**src/rtl/seq_alu_pkg.sv**
```systemverilog
// Shared types for the sequential ALU: opcodes, FSM states and the packed
// Z/C/V/S status layout used by the controller's register interface.
package alu_pkg;

  typedef enum logic [1:0] {
    OP_MUL = 2'b00,
    OP_SUB = 2'b01,
    OP_AND = 2'b10,
    OP_XOR = 2'b11
  } op_e;

  typedef enum logic {
    IDLE = 1'b0,
    MUL  = 1'b1
  } state_e;

  // Bit positions of each flag inside the 4-bit status word.
  localparam int FLAG_S  = 0;
  localparam int FLAG_V  = 1;
  localparam int FLAG_C  = 2;
  localparam int FLAG_Z  = 3;
  localparam int NFLAGS  = 4;

  // Field order matches the FLAG_* indices when viewed as logic [3:0].
  typedef struct packed {
    logic z;
    logic c;
    logic v;
    logic s;
  } flags_t;

endpackage

```
**src/rtl/seq_alu_if.sv**
```systemverilog
// Start/busy/done handshake plus operand, result and flag bus of seq_alu.
interface seq_alu_if #(parameter int WIDTH = 4);
  logic [WIDTH-1:0]   A;
  logic [WIDTH-1:0]   B;
  logic [1:0]         sel;
  logic               start;
  logic               busy;
  logic               done;
  logic [2*WIDTH-1:0] result;
  logic               Z, C, V, S;

  modport master (output A, B, sel, start,
                  input  busy, done, result, Z, C, V, S);
  modport slave  (input  A, B, sel, start,
                  output busy, done, result, Z, C, V, S);
endinterface

```
**src/rtl/seq_mul_core.sv**
```systemverilog
// Shift-add multiplier datapath: one partial product per step, WIDTH steps.
// acc_nxt exposes the sum including the current step so the final product is
// available on the same edge that retires the last step.
module seq_mul_core #(
  parameter int WIDTH = 4
) (
  input  logic               clk,
  input  logic               rst_n,
  input  logic               load,
  input  logic               step,
  input  logic [WIDTH-1:0]   a,
  input  logic [WIDTH-1:0]   b,
  output logic [2*WIDTH-1:0] acc_nxt,
  output logic               last
);
  localparam int CW = $clog2(WIDTH + 1);

  logic [2*WIDTH-1:0] a_sh, acc;
  logic [WIDTH-1:0]   b_sh;
  logic [CW-1:0]      cnt;

  assign acc_nxt = b_sh[0] ? acc + a_sh : acc;
  assign last    = (cnt == CW'(WIDTH - 1));

  always_ff @(posedge clk or negedge rst_n) begin
    if (!rst_n) begin
      a_sh <= '0;
      b_sh <= '0;
      acc  <= '0;
      cnt  <= '0;
    end else if (load) begin
      a_sh <= {{WIDTH{1'b0}}, a};
      b_sh <= b;
      acc  <= '0;
      cnt  <= '0;
    end else if (step) begin
      acc  <= acc_nxt;
      a_sh <= a_sh << 1;
      b_sh <= b_sh >> 1;
      cnt  <= cnt + 1'b1;
    end
  end
endmodule

```
**src/rtl/seq_alu.sv**
```systemverilog
// Clocked ALU: single-cycle SUB/AND/XOR, WIDTH-cycle MUL, registered result
// and flags that only change on a completion (signalled by a one-cycle done).
module seq_alu
  import alu_pkg::*;
#(
  parameter int WIDTH = 4
) (
  input  logic      clk,
  input  logic      rst_n,
  seq_alu_if.slave  bus
);
  state_e             state;
  op_e                op;
  logic [2*WIDTH-1:0] res, sc_res, acc_nxt;
  logic [WIDTH-1:0]   diff;
  flags_t             flg, sc_flg, mul_flg;
  logic [NFLAGS-1:0]  flg_w;
  logic               load, step, last;

  assign op   = op_e'(bus.sel);
  assign load = bus.start && (state == IDLE) && (op == OP_MUL);
  assign step = (state == MUL);

  seq_mul_core #(.WIDTH(WIDTH)) u_mul (
    .clk     (clk),
    .rst_n   (rst_n),
    .load    (load),
    .step    (step),
    .a       (bus.A),
    .b       (bus.B),
    .acc_nxt (acc_nxt),
    .last    (last)
  );

  always_comb begin
    diff   = bus.A - bus.B;
    sc_res = '0;
    sc_flg = '0;
    case (op)
      OP_SUB: begin
        sc_res   = {{WIDTH{diff[WIDTH-1]}}, diff};
        sc_flg.c = (bus.A < bus.B);
        // Signed overflow: operands of opposite sign and result sign differs from A.
        sc_flg.v = (bus.A[WIDTH-1] != bus.B[WIDTH-1]) && (diff[WIDTH-1] != bus.A[WIDTH-1]);
        sc_flg.s = diff[WIDTH-1];
      end
      OP_AND: begin
        sc_res   = {{WIDTH{1'b0}}, bus.A & bus.B};
        sc_flg.s = sc_res[WIDTH-1];
      end
      OP_XOR: begin
        sc_res   = {{WIDTH{1'b0}}, bus.A ^ bus.B};
        sc_flg.s = sc_res[WIDTH-1];
      end
      default: ;
    endcase
    sc_flg.z = (sc_res == '0);

    mul_flg   = '0;
    mul_flg.z = (acc_nxt == '0);
    mul_flg.s = acc_nxt[2*WIDTH-1];
  end

  always_ff @(posedge clk or negedge rst_n) begin
    if (!rst_n) begin
      state    <= IDLE;
      bus.done <= 1'b0;
      res      <= '0;
      flg      <= '0;
    end else begin
      bus.done <= 1'b0;
      case (state)
        IDLE: if (bus.start) begin
          if (op == OP_MUL) begin
            state <= MUL;
          end else begin
            res      <= sc_res;
            flg      <= sc_flg;
            bus.done <= 1'b1;
          end
        end
        MUL: if (last) begin
          res      <= acc_nxt;
          flg      <= mul_flg;
          bus.done <= 1'b1;
          state    <= IDLE;
        end
        default: state <= IDLE;
      endcase
    end
  end

  assign flg_w      = flg;
  assign bus.busy   = (state == MUL);
  assign bus.result = res;
  assign bus.Z      = flg_w[FLAG_Z];
  assign bus.C      = flg_w[FLAG_C];
  assign bus.V      = flg_w[FLAG_V];
  assign bus.S      = flg_w[FLAG_S];
endmodule

```
**src/flat_wrapper.sv**
```systemverilog
// flat-port wrapper written by rule: the top's interface ports become plain ports
module seq_alu_flat import alu_pkg::*;
#(
  parameter int WIDTH = 4
)
  (clk, rst_n, bus_A, bus_B, bus_sel, bus_start, bus_busy, bus_done, bus_result, bus_Z, bus_C, bus_V, bus_S);
  seq_alu_if #(.WIDTH(WIDTH)) bus_i ();
  input  logic clk;
  input  logic rst_n;
  input wire logic [$bits(bus_i.A)-1:0] bus_A;
  input wire logic [$bits(bus_i.B)-1:0] bus_B;
  input wire logic [$bits(bus_i.sel)-1:0] bus_sel;
  input wire logic [$bits(bus_i.start)-1:0] bus_start;
  output wire logic [$bits(bus_i.busy)-1:0] bus_busy;
  output wire logic [$bits(bus_i.done)-1:0] bus_done;
  output wire logic [$bits(bus_i.result)-1:0] bus_result;
  output wire logic [$bits(bus_i.Z)-1:0] bus_Z;
  output wire logic [$bits(bus_i.C)-1:0] bus_C;
  output wire logic [$bits(bus_i.V)-1:0] bus_V;
  output wire logic [$bits(bus_i.S)-1:0] bus_S;
  assign bus_i.A = bus_A;
  assign bus_i.B = bus_B;
  assign bus_i.sel = bus_sel;
  assign bus_i.start = bus_start;
  assign bus_busy = bus_i.busy;
  assign bus_done = bus_i.done;
  assign bus_result = bus_i.result;
  assign bus_Z = bus_i.Z;
  assign bus_C = bus_i.C;
  assign bus_V = bus_i.V;
  assign bus_S = bus_i.S;
  seq_alu #(.WIDTH(WIDTH)) u_core (.clk(clk), .rst_n(rst_n), .bus(bus_i));
endmodule
```
**config.mk**
```make
export PLATFORM = sky130hd
export DESIGN_NAME = seq_alu_flat
export DESIGN_NICKNAME = d
export VERILOG_FILES = /design/src/rtl/seq_alu_pkg.sv /design/src/rtl/seq_alu_if.sv /design/src/rtl/seq_mul_core.sv /design/src/rtl/seq_alu.sv /design/src/flat_wrapper.sv
export SDC_FILE = /design/constraint.sdc
export NUM_CORES = 1
export LEC_CHECK = 0
export BUFFER_PORTS_ARGS = -buffer_cell sky130_fd_sc_hd__buf_2
export CAP_MARGIN = 20
export CORE_MARGIN = 3
export CORE_UTILIZATION = 63
export DETAILED_ROUTE_END_ITERATION = 6
export PLACE_DENSITY = 0.85
export RECOVER_POWER = 25
export SETUP_SLACK_MARGIN = 0.5
export SYNTH_ARGS = -nofsm -noshare
export SYNTH_HDL_FRONTEND = slang
export SYNTH_SLANG_ARGS = --single-unit
```
**constraint.sdc**
```tcl
create_clock -name clk -period 4.2 [get_ports clk]
set_clock_uncertainty 0.2 [all_clocks]
set_input_delay 0.42 -clock clk [delete_from_list [all_inputs] [get_ports clk]]
set_output_delay 0.42 -clock clk [all_outputs]
set_load 0.03 [all_outputs]
```
==> results by group <==
Logic synthesis
  • Fraction of the yosys area taken by sequential cells: just under 40%
  • Mean instance size in the synthesized netlist: a little under 9 sq um
  • Top cells by area, synth: sky130_fd_sc_hd__dfrtp_1, sky130_fd_sc_hd__ha_1, sky130_fd_sc_hd__nand2_1
  • Total of warnings raised by yosys: 0
  • #FFs+latches synth: 37
  • Cell area after technology mapping: 2377 sq um
  • Area leader, netlist: sky130_fd_sc_hd__dfrtp_1
  • Net count after synthesis: roughly 300
  • Area share of the largest cell type after synthesis: just under 40%
  • Post-synthesis cell count: 266
  • Most instantiated library cell after synthesis: sky130_fd_sc_hd__nand2_1
  • Cell variety after synth: 54
  • Top_reg_cell synth: sky130_fd_sc_hd__dfrtp_1
  • Number of enable-type register cells in the synthesized netlist: 0
  • Most instantiated cells after synthesis: sky130_fd_sc_hd__nand2_1, sky130_fd_sc_hd__dfrtp_1, sky130_fd_sc_hd__nor2_1, sky130_fd_sc_hd__o21ai_0, sky130_fd_sc_hd__ha_1
  • Fraction of synthesis flops using an asynchronous set or reset pin: 100.0%

STA
  • Min Tclk post-route: around 2.6 ns
  • Setup TNS: 0 ns
  • Share of the clock period used by the worst path after layout: between 60 and 70%
  • Count of endpoints failing hold in the final timing report: 0
  • Slew at the pin closest to its max-slew limit: between 1.5 and 2 ns
  • Upper clock frequency limit: roughly 0.39 GHz
  • RSZ-0062 raised after global routing: false
  • Max-slew violations: 38
  • Relative slew slack: -26.61%
  • Number of endpoints failing setup at the final stage: 0

Routing
  • Antenna-violating nets left: 0
  • Drt pass-1 iters: 4
  • DR vias: between 2000 and 2500
  • Detailed router's first-iteration violation count: 179
  • Routed wire per std cell: roughly 15 um
  • Via density per instance: ~6.0
  • Number of DRC violations after detailed routing: 0
  • Total Routed Length: around 5200 um

Floorplanning
  • Die height: a little under 70 um
  • Num rows: 21
  • Initial core utilization: roughly two thirds
  • DIE AREA: 4547 sq um
  • Placeable core region: about 3500 sq um
  • Number of I/O pins: 27
  • Width of the chip: about 67 um

GRT
  • Vias in the first global route: 1831
  • Wire length of the first global-routing pass: roughly 8800 um
  • Maximum number of pins on one net before global-route repair: 38
  • Antenna violations before repair: 0
  • GRT Util Overall: roughly a quarter
  • Final global-route overflow total: 0

Critical path
  • Critical setup path kind: reg -> reg
  • Reg2Reg Launch Point: u_core.u_mul.a_sh[0]$_DFFE_PN0P_
  • Kind of cell adding the most delay to the critical path: simple AND/OR/NAND/NOR gates
  • Largest stage delay, worst path: 0.42 ns
  • Combined buffer and inverter count along the critical path: 0
  • Cell with the biggest individual delay on the critical path: sky130_fd_sc_hd__fa_1
  • Maximum fanout along the worst path: 3
  • Worst path required time: 4.21 ns
  • Setup crit end kind: flop
  • Startpoint kind of the worst setup timing path: flop
  • Arrival @ worst endpoint: 2.59 ns
  • Ordered list of cells on the worst path: ha_1 > fa_1 > a211oi_1 > or4b_1 > nand3_2 > nor4_2 > nand4_1 > a31oi_1
  • Critical path launch point: u_core.u_mul.a_sh[0]$_DFFE_PN0P_

Cells and area
  • Number of nets in the layout: approximately 320
  • Share of post-route cells with drive strength above 1: about 16%
  • Final instance area: about 2600 sq um
  • Antenna cell count: 0
  • Area added between synthesis and finish: 9.789%
  • Fillers: 256

Clocking
  • Buffers inserted during post-CTS setup optimization: 0
  • TritonCTS clock tree: yes
  • H-Tree Level Count: 2
  • Hold-fix buffers, CTS: 0
  • Clock Tree Root: sky130_fd_sc_hd__clkbuf_8
  • Clock-pin slew on the worst setup and hold paths: 0.08 ns
  • Number of buffers added by the clock tree synthesis step: 5
  • Maximum number of buffers from clock root to sink: 2
  • Clock latency of the later-clocked register in the worst-skew pair: about 0.29 ns
  • Clock Sinks: 37
  • Post-CTS resize count: 0

Placement
  • Port-buffer cells: 26
  • Post-detail-place hpwl: approximately 3800 um
  • Cell area after placement: 2499 sq um
  • Final weighted congestion of routability-driven global placement: 0.9276

Flow run
  • Number of violations of the max-capacitance limit: 1

Outcome
  • Result of the run: complete, but fails checks
  • Violated checks: max-capacitance violations, max-slew violations

Power
  • Leakage: between 1 and 1.5 nW
  • Maximum vdd drop: a little under 0.0004 V
  • Power per Cell Area: roughly 700 nW/um^2

Hold path
  • Worst hold-check path type: in -> reg
  • Hold path startpoint: bus_A[0]
[registers in the layout, summed over array words and instances, names as in the netlist]
signal             cells
u_core.bus.result      8
u_core.bus.S           1
u_core.u_mul.b_sh      4
u_core.bus.C           1
u_core.u_mul.a_sh      8
u_core.bus.busy        1
u_core.u_mul.acc       8
u_core.u_mul.cnt       3
u_core.bus.V           1
u_core.bus.done        1
u_core.bus.Z           1
[worst register-to-register path, stage by stage (launching register included)]
cell                       delay (ns)
sky130_fd_sc_hd__dfrtp_1         0.40
sky130_fd_sc_hd__ha_1            0.25
sky130_fd_sc_hd__fa_1            0.42
sky130_fd_sc_hd__a211oi_1        0.38
sky130_fd_sc_hd__or4b_1          0.19
sky130_fd_sc_hd__nand3_2         0.08
sky130_fd_sc_hd__nor4_2          0.27
sky130_fd_sc_hd__nand4_1         0.14
sky130_fd_sc_hd__a31oi_1         0.18
[routing by layer]
metal	up-vias	global-route usage, %	wire (um)
li1	984	-	-
met1	965	37.45	2420
met2	65	38.04	2394
met3	9	5.324	315
met4	0	6.835	58
met5	-	0	0
[placed cells by master, fill, tap and decap left out, drive strengths merged, types with 4 or more instances in the layout]
cell    count
a211oi      4
a21oi       9
a22oi       6
buf        27
clkbuf      6
dfrtp      37
ha         17
inv        11
mux2i       6
nand2      56
nand3       6
nor2       21
nor2b       5
nor3        4
o21a        4
o21ai      19
[final timing paths]
path,endpoint,slack (ns),cells past startpoint
max,u_core.bus.Z$_DFFE_PN0P_,1.62,8
min,u_core.u_mul.a_sh[0]$_DFFE_PN0P_,0.19,3
min reg2reg,u_core.bus.C$_DFFE_PN0P_,0.27,2
max in group asynchronous,u_core.u_mul.b_sh[3]$_DFFE_PN0P_,2.26,1
max reg2reg,u_core.bus.Z$_DFFE_PN0P_,1.62,8
min in group asynchronous,u_core.bus.result[6]$_DFFE_PN0P_,0.45,1
[area by class of cell]
| class | instances | area, sq um | area share, % |
|---|---|---|---|
| multi-input combinational | 207 | 1333 | 51.05 |
| sequential | 37 | 925.9 | 35.47 |
| timing repair buffer | 28 | 143.9 | 5.513 |
| clock buffer | 5 | 68.82 | 2.637 |
| tap | 46 | 57.56 | 2.205 |
| clock inverter | 3 | 43.79 | 1.678 |
| inverter | 10 | 37.54 | 1.438 |
[where the power goes]
group / switching [mW] / internal [mW]
registers: 0.115 / 0.499
clock network: 0.135 / 0.178
logic: 0.565 / 0.303
total: 0.814 / 0.980
[cells by family (layout without fill, tap and decap cells)]
group / count (synthesis) / in the layout / share of synthesized area, %
compound gates: 66 / 66 / 18.74
mux: 6 / 6 / 2.526
simple gates: 112 / 112 / 22.69
flops: 37 / 37 / 38.95
buf+inv: 22 / 46 / 4.999
xor+xnor: 4 / 4 / 1.474
fa+ha+maj: 19 / 19 / 10.63
[per-stage QoR]
| step | hold WS (ns) | setup slack [ns] | power, mW | utilization (%) | instances |
|---|---|---|---|---|---|
| final | 0.1911 | 1.625 | 1.794 | 74.69 | 336 |
| after global routing | 0.2081 | 1.496 | 1.946 | 74.69 | 336 |
| after CTS | 0.04431 | 1.623 | 1.795 | 74.72 | 336 |
| after detailed placement | 0.2591 | 1.651 | 1.479 | 71.50 | 328 |
| after global placement | 0.2475 | 1.692 | 1.448 | 71.50 | 328 |
| after floorplan | -0.07559 | 1.814 | 1.283 | - | 266 |
(Power assumes the default switching activity.)
